**config.mk**
```make
export PLATFORM = sky130hd
export DESIGN_NAME = musb_scoreboard_hazard_unit
export DESIGN_NICKNAME = d
export VERILOG_FILES = /design/src/rtl/musb_scoreboard_hazard_unit_pkg.sv /design/src/rtl/musb_scoreboard_entry.sv /design/src/rtl/musb_scoreboard_hazard_unit.sv
export SDC_FILE = /design/constraint.sdc
export NUM_CORES = 1
export LEC_CHECK = 0
export ABC_AREA = 1
export ABC_CLOCK_PERIOD_IN_PS = 14100
export CORE_MARGIN = 3
export CORE_UTILIZATION = 30
export CTS_BUF_LIST = sky130_fd_sc_hd__clkbuf_8
export CTS_CLUSTER_SIZE = 10
export DETAILED_ROUTE_END_ITERATION = 8
export GPL_TIMING_DRIVEN = 0
export PLACE_DENSITY = 0.45
export SLEW_MARGIN = 15
export SYNTH_ARGS = -nofsm -noshare
export SYNTH_HDL_FRONTEND = slang
export SYNTH_SLANG_ARGS = --single-unit
export TNS_END_PERCENT = 50
```
**constraint.sdc**
```tcl
create_clock -name clk -period 14.1 [get_ports clk]
set_input_delay 2.82 -clock clk [delete_from_list [all_inputs] [get_ports clk]]
set_output_delay 2.82 -clock clk [all_outputs]
set_load 0.01 [all_outputs]
```
**src/rtl/musb_scoreboard_hazard_unit_pkg.sv**
```systemverilog
// Shared encodings and default result latencies for the GPR scoreboard hazard unit.
package musb_scoreboard_hazard_unit_pkg;

  localparam int unsigned GPR_AW  = 5;
  localparam int unsigned NUM_GPR = 32;
  localparam int unsigned FWD_W   = 2;

  typedef enum logic [1:0] {
    FWD_REGFILE = 2'b00,
    FWD_MEM     = 2'b01,
    FWD_WB      = 2'b10
  } fwd_sel_e;

  // A load uses LOAD_LAT together with ld=1: its data only exists one stage later, at WB.
  localparam int unsigned ALU_LAT    = 1;
  localparam int unsigned LOAD_LAT   = 1;
  localparam int unsigned MULDIV_LAT = 4;

endpackage

```
**src/rtl/musb_scoreboard_entry.sv**
```systemverilog
// State for one tracked GPR: an in-flight write with its age, result latency and load flag.
module musb_scoreboard_entry
  import musb_scoreboard_hazard_unit_pkg::*;
#(
  parameter int unsigned LAT_W     = 4,
  parameter int unsigned FLUSH_AGE = 1
) (
  input  logic             clk,
  input  logic             rst,
  input  logic             load,
  input  logic [LAT_W-1:0] load_lat,
  input  logic             load_ld,
  input  logic             pipe_stall,
  input  logic             flush,
  output logic             valid,
  output logic [LAT_W-1:0] age,
  output logic [LAT_W-1:0] lat,
  output logic             ld
);

  localparam logic [LAT_W-1:0] ONE       = LAT_W'(1);
  localparam logic [LAT_W-1:0] FLUSH_LIM = LAT_W'(FLUSH_AGE);

  logic retire_c;

  // At age lat+1 the value is written to the regfile on this edge.
  assign retire_c = (age == lat + ONE);

  // A new write always wins over the old entry, even one retiring on the same edge.
  always_ff @(posedge clk) begin
    if (rst) begin
      valid <= 1'b0;
      age   <= '0;
      lat   <= '0;
      ld    <= 1'b0;
    end else if (load) begin
      valid <= 1'b1;
      age   <= '0;
      lat   <= load_lat;
      ld    <= load_ld;
    end else if (valid) begin
      if (flush && (age < FLUSH_LIM)) begin
        valid <= 1'b0;
      end else if (!pipe_stall) begin
        if (retire_c) begin
          valid <= 1'b0;
        end else begin
          age <= age + ONE;
        end
      end
    end
  end

endmodule

```
**src/rtl/musb_scoreboard_hazard_unit.sv**
```systemverilog
// ID-stage hazard unit: per-GPR write scoreboard driving ID stall, forwarding selects and a stall counter.
module musb_scoreboard_hazard_unit
  import musb_scoreboard_hazard_unit_pkg::*;
#(
  parameter int unsigned NUM_RD_PORTS = 2,
  parameter int unsigned LAT_W        = 4,
  parameter int unsigned CNT_W        = 32,
  parameter int unsigned FLUSH_AGE    = 1
) (
  input  logic                           clk,
  input  logic                           rst,
  input  logic [GPR_AW*NUM_RD_PORTS-1:0] id_rs,
  input  logic [NUM_RD_PORTS-1:0]        id_rs_used,
  input  logic                           id_issue,
  input  logic                           id_gpr_we,
  input  logic [GPR_AW-1:0]              id_gpr_wa,
  input  logic [LAT_W-1:0]               id_lat,
  input  logic                           id_mem_to_gpr,
  input  logic                           pipe_stall,
  input  logic                           flush,
  output logic                           id_stall,
  output logic [FWD_W*NUM_RD_PORTS-1:0]  fwd_sel,
  output logic [CNT_W-1:0]               stall_cycles
);

  localparam logic [LAT_W-1:0] ONE = LAT_W'(1);

  logic [NUM_GPR-1:0]            valid_v;
  logic [NUM_GPR-1:0]            ld_v;
  logic [NUM_GPR-1:0][LAT_W-1:0] age_a;
  logic [NUM_GPR-1:0][LAT_W-1:0] lat_a;
  logic [GPR_AW-1:0]             rs_c;
  logic                          raw_c;
  logic                          waw_c;
  logic                          issue_ok_c;

  // r0 is hardwired as an empty slot so reads and writes of it never hazard.
  assign valid_v[0] = 1'b0;
  assign ld_v[0]    = 1'b0;
  assign age_a[0]   = '0;
  assign lat_a[0]   = '0;

  for (genvar g = 1; g < NUM_GPR; g++) begin : g_entry
    musb_scoreboard_entry #(
      .LAT_W     (LAT_W),
      .FLUSH_AGE (FLUSH_AGE)
    ) u_entry (
      .clk        (clk),
      .rst        (rst),
      .load       (issue_ok_c & ~flush & id_gpr_we & (id_gpr_wa == GPR_AW'(g))),
      .load_lat   (id_lat),
      .load_ld    (id_mem_to_gpr),
      .pipe_stall (pipe_stall),
      .flush      (flush),
      .valid      (valid_v[g]),
      .age        (age_a[g]),
      .lat        (lat_a[g]),
      .ld         (ld_v[g])
    );
  end

  // Per read port: RAW readiness and where the operand currently lives.
  always_comb begin
    raw_c   = 1'b0;
    fwd_sel = '0;
    rs_c    = '0;
    for (int unsigned i = 0; i < NUM_RD_PORTS; i++) begin
      rs_c = id_rs[GPR_AW*i +: GPR_AW];
      if (id_rs_used[i] && valid_v[rs_c]) begin
        if (age_a[rs_c] < lat_a[rs_c] + LAT_W'(ld_v[rs_c])) begin
          raw_c = 1'b1;
        end
        if ((age_a[rs_c] == lat_a[rs_c]) && !ld_v[rs_c]) begin
          fwd_sel[FWD_W*i +: FWD_W] = FWD_MEM;
        end else if (age_a[rs_c] == lat_a[rs_c] + ONE) begin
          fwd_sel[FWD_W*i +: FWD_W] = FWD_WB;
        end
      end
    end
  end

  // An older write with more cycles remaining would land after this one.
  assign waw_c = id_gpr_we && valid_v[id_gpr_wa] &&
                 ((lat_a[id_gpr_wa] + ONE - age_a[id_gpr_wa]) > id_lat);

  assign id_stall   = id_issue & (raw_c | waw_c);
  assign issue_ok_c = id_issue & ~id_stall & ~pipe_stall;

  always_ff @(posedge clk) begin
    if (rst) begin
      stall_cycles <= '0;
    end else if (id_stall && (stall_cycles != '1)) begin
      stall_cycles <= stall_cycles + CNT_W'(1);
    end
  end

endmodule
```
======== Word-level counts from Yosys, hierarchy flattened ========
Cells that the tools add are included.
word-level totals
  flip-flop bits (word level) ............. 342
  latch bits .............................. 0
  RAM bits ................................ 0
  memory bits (read-only) ................. 0
  input port bits ......................... 28
  logic and storage cells ................. 689
  memories kept ........................... 0
operators by class
  add/sub/neg operators ................... 69
  multiply operators ...................... 0
  div/mod/pow operators ................... 0
  magnitude comparators ................... 37
  equality and inequality tests ........... 67
  shift-type cells ........................ 0
  muxes and demuxes ....................... 187
  bitwise gates (word level) .............. 102
  reduce and logical (&&, ||, !) cells .... 102
operators with widths
  cell                                                                  count
  4-bit by 1-bit adder with 4-bit output, second input constant         65
  1-bit 2-to-1 mux                                                      164
  4-bit == test                                                         35
  4-bit by 1-bit < comparator with 1-bit output, second input constant  31
  4-bit AND reduction                                                   31
  4-bit binary-select mux with 5-bit select                             6
  5-bit == test, second input constant                                  16
  1-bit NOT                                                             65
  2-bit OR reduction                                                    31
  5-bit by 4-bit == test with 1-bit output, second input constant       8
  1-bit logical AND                                                     38
  1-bit AND                                                             36
  32-bit by 1-bit adder with 32-bit output, second input constant       1
  32-bit inequality test, second input constant                         1
  1-bit binary-select mux with 5-bit select                             5
  4-bit 2-to-1 mux                                                      6
  5-bit by 3-bit == test with 1-bit output, second input constant       4
  5-bit by 6-bit < comparator with 1-bit output, second input constant  3
  2-bit 2-to-1 mux                                                      6
  5-bit by 2-bit == test with 1-bit output, second input constant       2
  4-bit by 1-bit adder with 4-bit output                                2
  4-bit < comparator                                                    2
  5-bit by 1-bit == test with 1-bit output, second input constant       1
  4-bit > comparator                                                    1
  other kinds (3)                                                       4

======== Logic depth before layout (Yosys ltp) ========
  depth in word-level cells ............... 17
  depth in mapped cells ................... 33
  depth with buffers taken out ............ 31

======== By module ========
From an unflattened synthesis, not the netlist that was laid out.
second synthesis, totals
  cells, all modules ...................... 4629
  area total of the unflattened synthesis .. 30038.8 µm²
by module, submodules not included
  module                                           instances  cells an instance  area each (µm²)  sequential area each (µm²)
  musb_scoreboard_entry (g_entry[10].u_entry ...)  30         84                 611.8            200.2
  musb_scoreboard_hazard_unit                      1          2025               11069.4          640.6
  musb_scoreboard_entry (g_entry[31].u_entry)      1          84                 614.3            200.2

======== Worst setup path before layout ========
No wires, ideal clock.
  path type ............................... input port to output port
  from .................................... in id_gpr_wa[0]
  to ...................................... out id_stall
  arrival ................................. 6.774 ns
  data required time ...................... 11.280 ns
  path slack .............................. 4.506 ns
  cell stages on the path ................. 29
  path buffers ............................ 3
  path through ............................ inv_1 > nand2_2 > clkbuf_1 > clkbuf_1 > o22ai_1 > a221oi_1 > o22ai_1 > a2111o_1 > o31ai_1 > ha_1 > inv_1 > ha_1 > fa_1 > xnor2_1 > inv_1 > nand2_1 > nand2_1 > xnor2_1 > inv_1 > ha_1 > nand2_1 > inv_1 > o21ai_0 > a21oi_1 > nand3_1 > nand3_1 > clkbuf_1 > nand2_1 > inv_1
on the way
  longest elaborated chain between the ends .. 8
  elaborated cells on any way between the ends .. 13
  classes of those cells .................. 2 x add/sub; 1 x order compare; 6 x mux; 2 x bitwise; 2 x reduce/logical
ends and longest elaborated chain
  item                                       line                               text
  from (decl)                                musb_scoreboard_hazard_unit.sv:16  input logic [GPR_AW-1:0] id_gpr_wa,
  4-bit binary-select mux with 5-bit select  musb_scoreboard_hazard_unit.sv:84  ((lat_a[id_gpr_wa] + ONE - age_a[id_gpr_wa]) > id_lat);
  4-bit 2-to-1 mux (implied by the code)     musb_scoreboard_hazard_unit.sv:84
  4-bit by 1-bit adder with 4-bit output     musb_scoreboard_hazard_unit.sv:84
  4-bit subtractor                           musb_scoreboard_hazard_unit.sv:84
  4-bit > comparator                         musb_scoreboard_hazard_unit.sv:84
  1-bit logical AND (*)                      musb_scoreboard_hazard_unit.sv:83  assign waw_c = id_gpr_we && valid_v[id_gpr_wa] &&
  1-bit bitwise OR (*)                       musb_scoreboard_hazard_unit.sv:86  assign id_stall = id_issue & (raw_c | waw_c);
  1-bit AND (*)                              musb_scoreboard_hazard_unit.sv:86
  to (decl)                                  musb_scoreboard_hazard_unit.sv:21  output logic id_stall,
Mark *: on every way between the ends. The rest lies on a longest branch, timed or not. The select of a mux whose other input is x is not followed.

======== Final worst setup path ========
  from .................................... in id_gpr_wa[1]
  to ...................................... out id_stall
Same word-level chain as after synthesis.

==> metrics.txt <==
# TYPE chip_impl_metric gauge
chip_impl_metric{name="fin_worst_skew",unit="ps"} 38.64
chip_impl_info{name="timing.critical_path.slowest_stage_cell",value="sky130_fd_sc_hd__clkdlybuf4s15_2"} 1
chip_impl_metric{name="finalHoldViolCount",unit=""} 0
chip_impl_metric{name="cp_data_arrival_time",unit="ps"} 11370
chip_impl_info{name="end_kind",value="primary output"} 1
chip_impl_metric{name="total_via_count_in_the_routed_design",unit=""} 34111
chip_impl_metric{name="postRouteWirelength",unit="mm"} 213.2
chip_impl_metric{name="netSwitchingPower",unit="uW"} 979.6
chip_impl_metric{name="route.detailed.vias_per_inst",unit=""} 6.137
chip_impl_metric{name="power.ir.vdd_worst",unit="mV"} 0.1104
chip_impl_metric{name="tightest_slew",unit="ps"} 1381
chip_impl_metric{name="final_antenna_net_count",unit=""} 0
chip_impl_metric{name="layoutNonFillerInstCount",unit=""} 5558
chip_impl_metric{name="timing.hold.worst_path_depth",unit=""} 2
chip_impl_metric{name="areaGrowthSynthToFinish",unit="%"} 13.40
chip_impl_metric{name="numPortBuffers",unit=""} 53
chip_impl_metric{name="firstDrtPassIters",unit=""} 6
chip_impl_metric{name="cell_area_after_technology_mapping",unit="um^2"} 27100
chip_impl_metric{name="power_switching_share",unit="%"} 36.49
chip_impl_metric{name="post-route-util",unit="%"} 34.56
chip_impl_metric{name="initial_core_util",unit="%"} 30.48
chip_impl_metric{name="grt_antenna_before_repair",unit=""} 27
chip_impl_metric{name="std_cell_rows",unit=""} 109
chip_impl_metric{name="finalHoldWorstSlack",unit="ps"} 473.6
chip_impl_metric{name="report.power.total",unit="uW"} 2685
chip_impl_metric{name="power.share.sequential",unit="%"} 36.2
chip_impl_metric{name="critical_path.max_stage_delay",unit="ps"} 740
chip_impl_metric{name="global_route.usage.total",unit="%"} 44.06
chip_impl_metric{name="tritoncts_num_sinks",unit=""} 342
chip_impl_metric{name="fp.dieArea",unit="um^2"} 93980
chip_impl_metric{name="final_max_slew_viol_count",unit=""} 0
chip_impl_metric{name="wl_per_cell",unit="um"} 38.36
chip_impl_metric{name="synth-edff-count",unit=""} 0
chip_impl_info{name="critical_path.most_common_cell",value="sky130_fd_sc_hd__inv_1"} 1
chip_impl_metric{name="finish.net_count",unit=""} 4473
chip_impl_metric{name="via_count_of_the_first_global_routing_pass",unit=""} 31145
chip_impl_metric{name="cts_max_level",unit=""} 3
chip_impl_metric{name="clkTransAtPathRegs",unit="ps"} 60
chip_impl_metric{name="yosysWarnings",unit=""} 0
chip_impl_info{name="cts_tree",value="done"} 1
chip_impl_metric{name="clockPowerShare",unit="%"} 41.7
chip_impl_metric{name="post_cts_buffers",unit=""} 0
chip_impl_metric{name="setup_viol",unit=""} 1
chip_impl_metric{name="core_footprint",unit="um^2"} 88920
chip_impl_metric{name="place_inst",unit=""} 5427
chip_impl_metric{name="worstPathMaxFanout",unit=""} 10
chip_impl_metric{name="synth_seq_cells",unit=""} 342
chip_impl_metric{name="tritoncts.num_buffers",unit=""} 70
chip_impl_metric{name="cts_buffer_depth",unit=""} 3
chip_impl_metric{name="grt_remaining_overflow",unit=""} 0
chip_impl_info{name="clk_root_buffer_cell",value="sky130_fd_sc_hd__clkbuf_8"} 1
chip_impl_info{name="hold_class",value="reg2reg"} 1
chip_impl_metric{name="layout-drive-gt1-share",unit="%"} 7.032
chip_impl_metric{name="grt_pass1_wl",unit="mm"} 280.6
chip_impl_metric{name="synth_cells",unit=""} 4204
chip_impl_info{name="ys_dominant_reg_cell",value="sky130_fd_sc_hd__dfxtp_1"} 1
chip_impl_info{name="rsz0062_at_grt",value="false"} 1
chip_impl_metric{name="synth_cell_types",unit=""} 49
chip_impl_metric{name="place_worst_setup_slack",unit="ps"} -1054
chip_impl_metric{name="powerDensity",unit="nW/um^2"} 87.36
chip_impl_metric{name="static-leakage-power",unit="uW"} 0.01159
chip_impl_info{name="worstSetupPathType",value="in2out"} 1
chip_impl_metric{name="clock_period_minus_final_worst_setup_slack",unit="ps"} 14190
chip_impl_metric{name="timing.final.crit_share",unit="%"} 100.6
chip_impl_info{name="crit_path_start_kind",value="input pin"} 1
chip_impl_metric{name="die_width",unit="um"} 306.6
chip_impl_metric{name="postSynth.asyncResetShare",unit="%"} 0
chip_impl_metric{name="clkLatencyLatePin",unit="ps"} 740
chip_impl_metric{name="drc_errors",unit=""} 0
chip_impl_info{name="final_cell_mix",value="743 x sky130_fd_sc_hd__nand2_1, 414 x sky130_fd_sc_hd__nor2_1, 411 x sky130_fd_sc_hd__a21oi_1, 399 x sky130_fd_sc_hd__inv_1, 391 x sky130_fd_sc_hd__o21ai_0"} 1
chip_impl_metric{name="top_level_pins",unit=""} 65
chip_impl_metric{name="dp_hpwl",unit="mm"} 165.8
chip_impl_metric{name="worst-endpoint-required",unit="ps"} 11280
chip_impl_metric{name="max_freq",unit="MHz"} 70.49
chip_impl_metric{name="internal-power",unit="uW"} 1705
chip_impl_info{name="most_common_library_cell_in_the_layout_ignoring_fill_and_taps",value="sky130_fd_sc_hd__nand2_1"} 1
chip_impl_metric{name="filler_instances",unit=""} 10057
chip_impl_metric{name="final.setup.worst_slack",unit="ps"} -86.42
chip_impl_metric{name="power_frac_comb",unit="%"} 22.1
chip_impl_info{name="run_status",value="complete, but fails checks"} 1
chip_impl_metric{name="rr_worst_depth",unit=""} 25
chip_impl_metric{name="yosysSeqAreaShare",unit="%"} 25.26
chip_impl_metric{name="postSynthNetCount",unit=""} 4347
chip_impl_metric{name="max-cap-violations",unit=""} 0
chip_impl_metric{name="post_synth.cell_area_avg",unit="um^2"} 6.446
chip_impl_metric{name="grt_start_max_net_pins",unit=""} 20
chip_impl_metric{name="dr.first_iter.drc_count",unit=""} 4821
chip_impl_info{name="failed_checks",value="negative setup slack"} 1
chip_impl_metric{name="worst_slew_margin_rel",unit="%"} 7.905
chip_impl_metric{name="dieHeight",unit="um"} 306.6
chip_impl_metric{name="gp_congestion",unit=""} 1.108
metal layers:
metal	up-vias	global-route usage (%)	wire (um)
li1	14661	-	-
met1	16492	56.80	86290
met2	2352	61.44	83500
met3	596	15.14	26100
met4	10	30.25	17260
met5	-	0	62
final cells by class:
type	instances	area [um^2]	share of cell area, %
Sequential cell	342	6847	22.28
Clock buffer	90	1239	4.031
Clock inverter	32	203.9	0.6636
Multi-Input combinational cell	3195	17460	56.83
Tap cell	1165	1458	4.743
Inverter	400	1509	4.910
Buffer	263	1359	4.421
Timing Repair Buffer	58	620.6	2.019
Antenna cell	13	32.53	0.1059
cells by family (layout without fill, tap and decap cells):
| family | after synthesis | in the layout | share of synthesized area, % |
|---|---|---|---|
| xor gates and xnor gates | 226 | 226 | 7.304 |
| AOI/OAI and AO/OA | 1078 | 1078 | 22.05 |
| DFF | 342 | 342 | 25.26 |
| buffers and inverters | 667 | 843 | 10.40 |
| and+or+nand+nor | 1776 | 1776 | 29.64 |
| adders and majority gates | 115 | 115 | 5.337 |
| other | 0 | 13 | 0 |
power groups by stage:
stage / registers, uW / logic [uW] / clock network, uW
floorplan: 991 / 287 / 0
finish: 972 / 594 / 1120
global route: 972 / 600 / 1180
detailed placement: 993 / 559 / 0
CTS: 972 / 560 / 1140
global placement: 993 / 561 / 0
repair_timing:
action | 4_1_cts | 5_1_grt
pin swaps | 0 | 0
gates resized for setup | 12 | 12
endpoints found under the setup margin | 1 | 1
hold buffers | 0 | 0
critical path: cells and delay by family:
| family | cells | cell delay [ps] |
|---|---|---|
| AOI/OAI and AO/OA | 5 | 1580 |
| xor gates and xnor gates | 2 | 350 |
| adders and majority gates | 4 | 1230 |
| buffers and inverters | 11 | 3290 |
| and+or+nand+nor | 9 | 2010 |
cells in the mapped netlist, types with 2 or more instances:
library cell	count	area share, %
sky130_fd_sc_hd__inv_4	3	0.069
sky130_fd_sc_hd__o21ai_1	16	0.30
sky130_fd_sc_hd__or2_2	8	0.18
sky130_fd_sc_hd__xor2_1	99	3.2
sky130_fd_sc_hd__a21oi_1	412	7.6
sky130_fd_sc_hd__nor3_1	81	1.5
sky130_fd_sc_hd__o21a_1	4	0.11
sky130_fd_sc_hd__a221oi_1	11	0.36
sky130_fd_sc_hd__nand3_1	272	5.0
sky130_fd_sc_hd__nor4_1	13	0.30
sky130_fd_sc_hd__a31oi_1	4	0.092
sky130_fd_sc_hd__inv_1	379	5.2
sky130_fd_sc_hd__nor3_2	3	0.11
sky130_fd_sc_hd__nand4_1	206	4.8
sky130_fd_sc_hd__o2111ai_1	2	0.065
sky130_fd_sc_hd__o22ai_1	77	1.8
sky130_fd_sc_hd__nor2_1	415	5.7
sky130_fd_sc_hd__a22oi_1	41	1.1
sky130_fd_sc_hd__nand2_2	7	0.16
sky130_fd_sc_hd__o211ai_1	79	2.2
sky130_fd_sc_hd__buf_4	23	0.64
sky130_fd_sc_hd__nand3_2	5	0.18
sky130_fd_sc_hd__xnor2_1	127	4.1
sky130_fd_sc_hd__dfxtp_1	342	25
sky130_fd_sc_hd__o31ai_1	4	0.11
sky130_fd_sc_hd__ha_1	114	5.3
sky130_fd_sc_hd__o21ai_0	396	7.3
sky130_fd_sc_hd__buf_6	19	0.79
sky130_fd_sc_hd__o221ai_1	17	0.55
sky130_fd_sc_hd__inv_2	13	0.18
sky130_fd_sc_hd__clkbuf_1	139	1.9
sky130_fd_sc_hd__o21bai_1	8	0.22
sky130_fd_sc_hd__clkinv_1	5	0.069
sky130_fd_sc_hd__buf_1	23	0.32
sky130_fd_sc_hd__buf_2	63	1.2
sky130_fd_sc_hd__nand3_4	19	1.2
sky130_fd_sc_hd__nand2_1	743	10
path summary, 6_finish.rpt:
path | startpoint | to | slack (ps)
worst max-delay path | id_gpr_wa[1] | id_stall | -90
worst min-delay path | g_entry[6].u_entry.ld | g_entry[6].u_entry.ld | 470
worst max register to register | g_entry[12].u_entry.age[2] | g_entry[21].u_entry.lat[1] | 7240
worst min register to register | g_entry[6].u_entry.ld | g_entry[6].u_entry.ld | 470
through the flow:
step	cell area [um^2]	TNS, ps
floorplan	27100	0
global placement	29090	-1230
detailed placement	29210	-1054
CTS	30680	0
global route	30710	0
finish	30730	-86.42
state kept, by name (all words and copies together) (netlist names):
name and flops:
stall_cycles 32, g_entry.u_entry.age 124, g_entry.u_entry.ld 31, g_entry.u_entry.lat 124
g_entry.u_entry.valid 31
(Power assumes the default switching activity.)
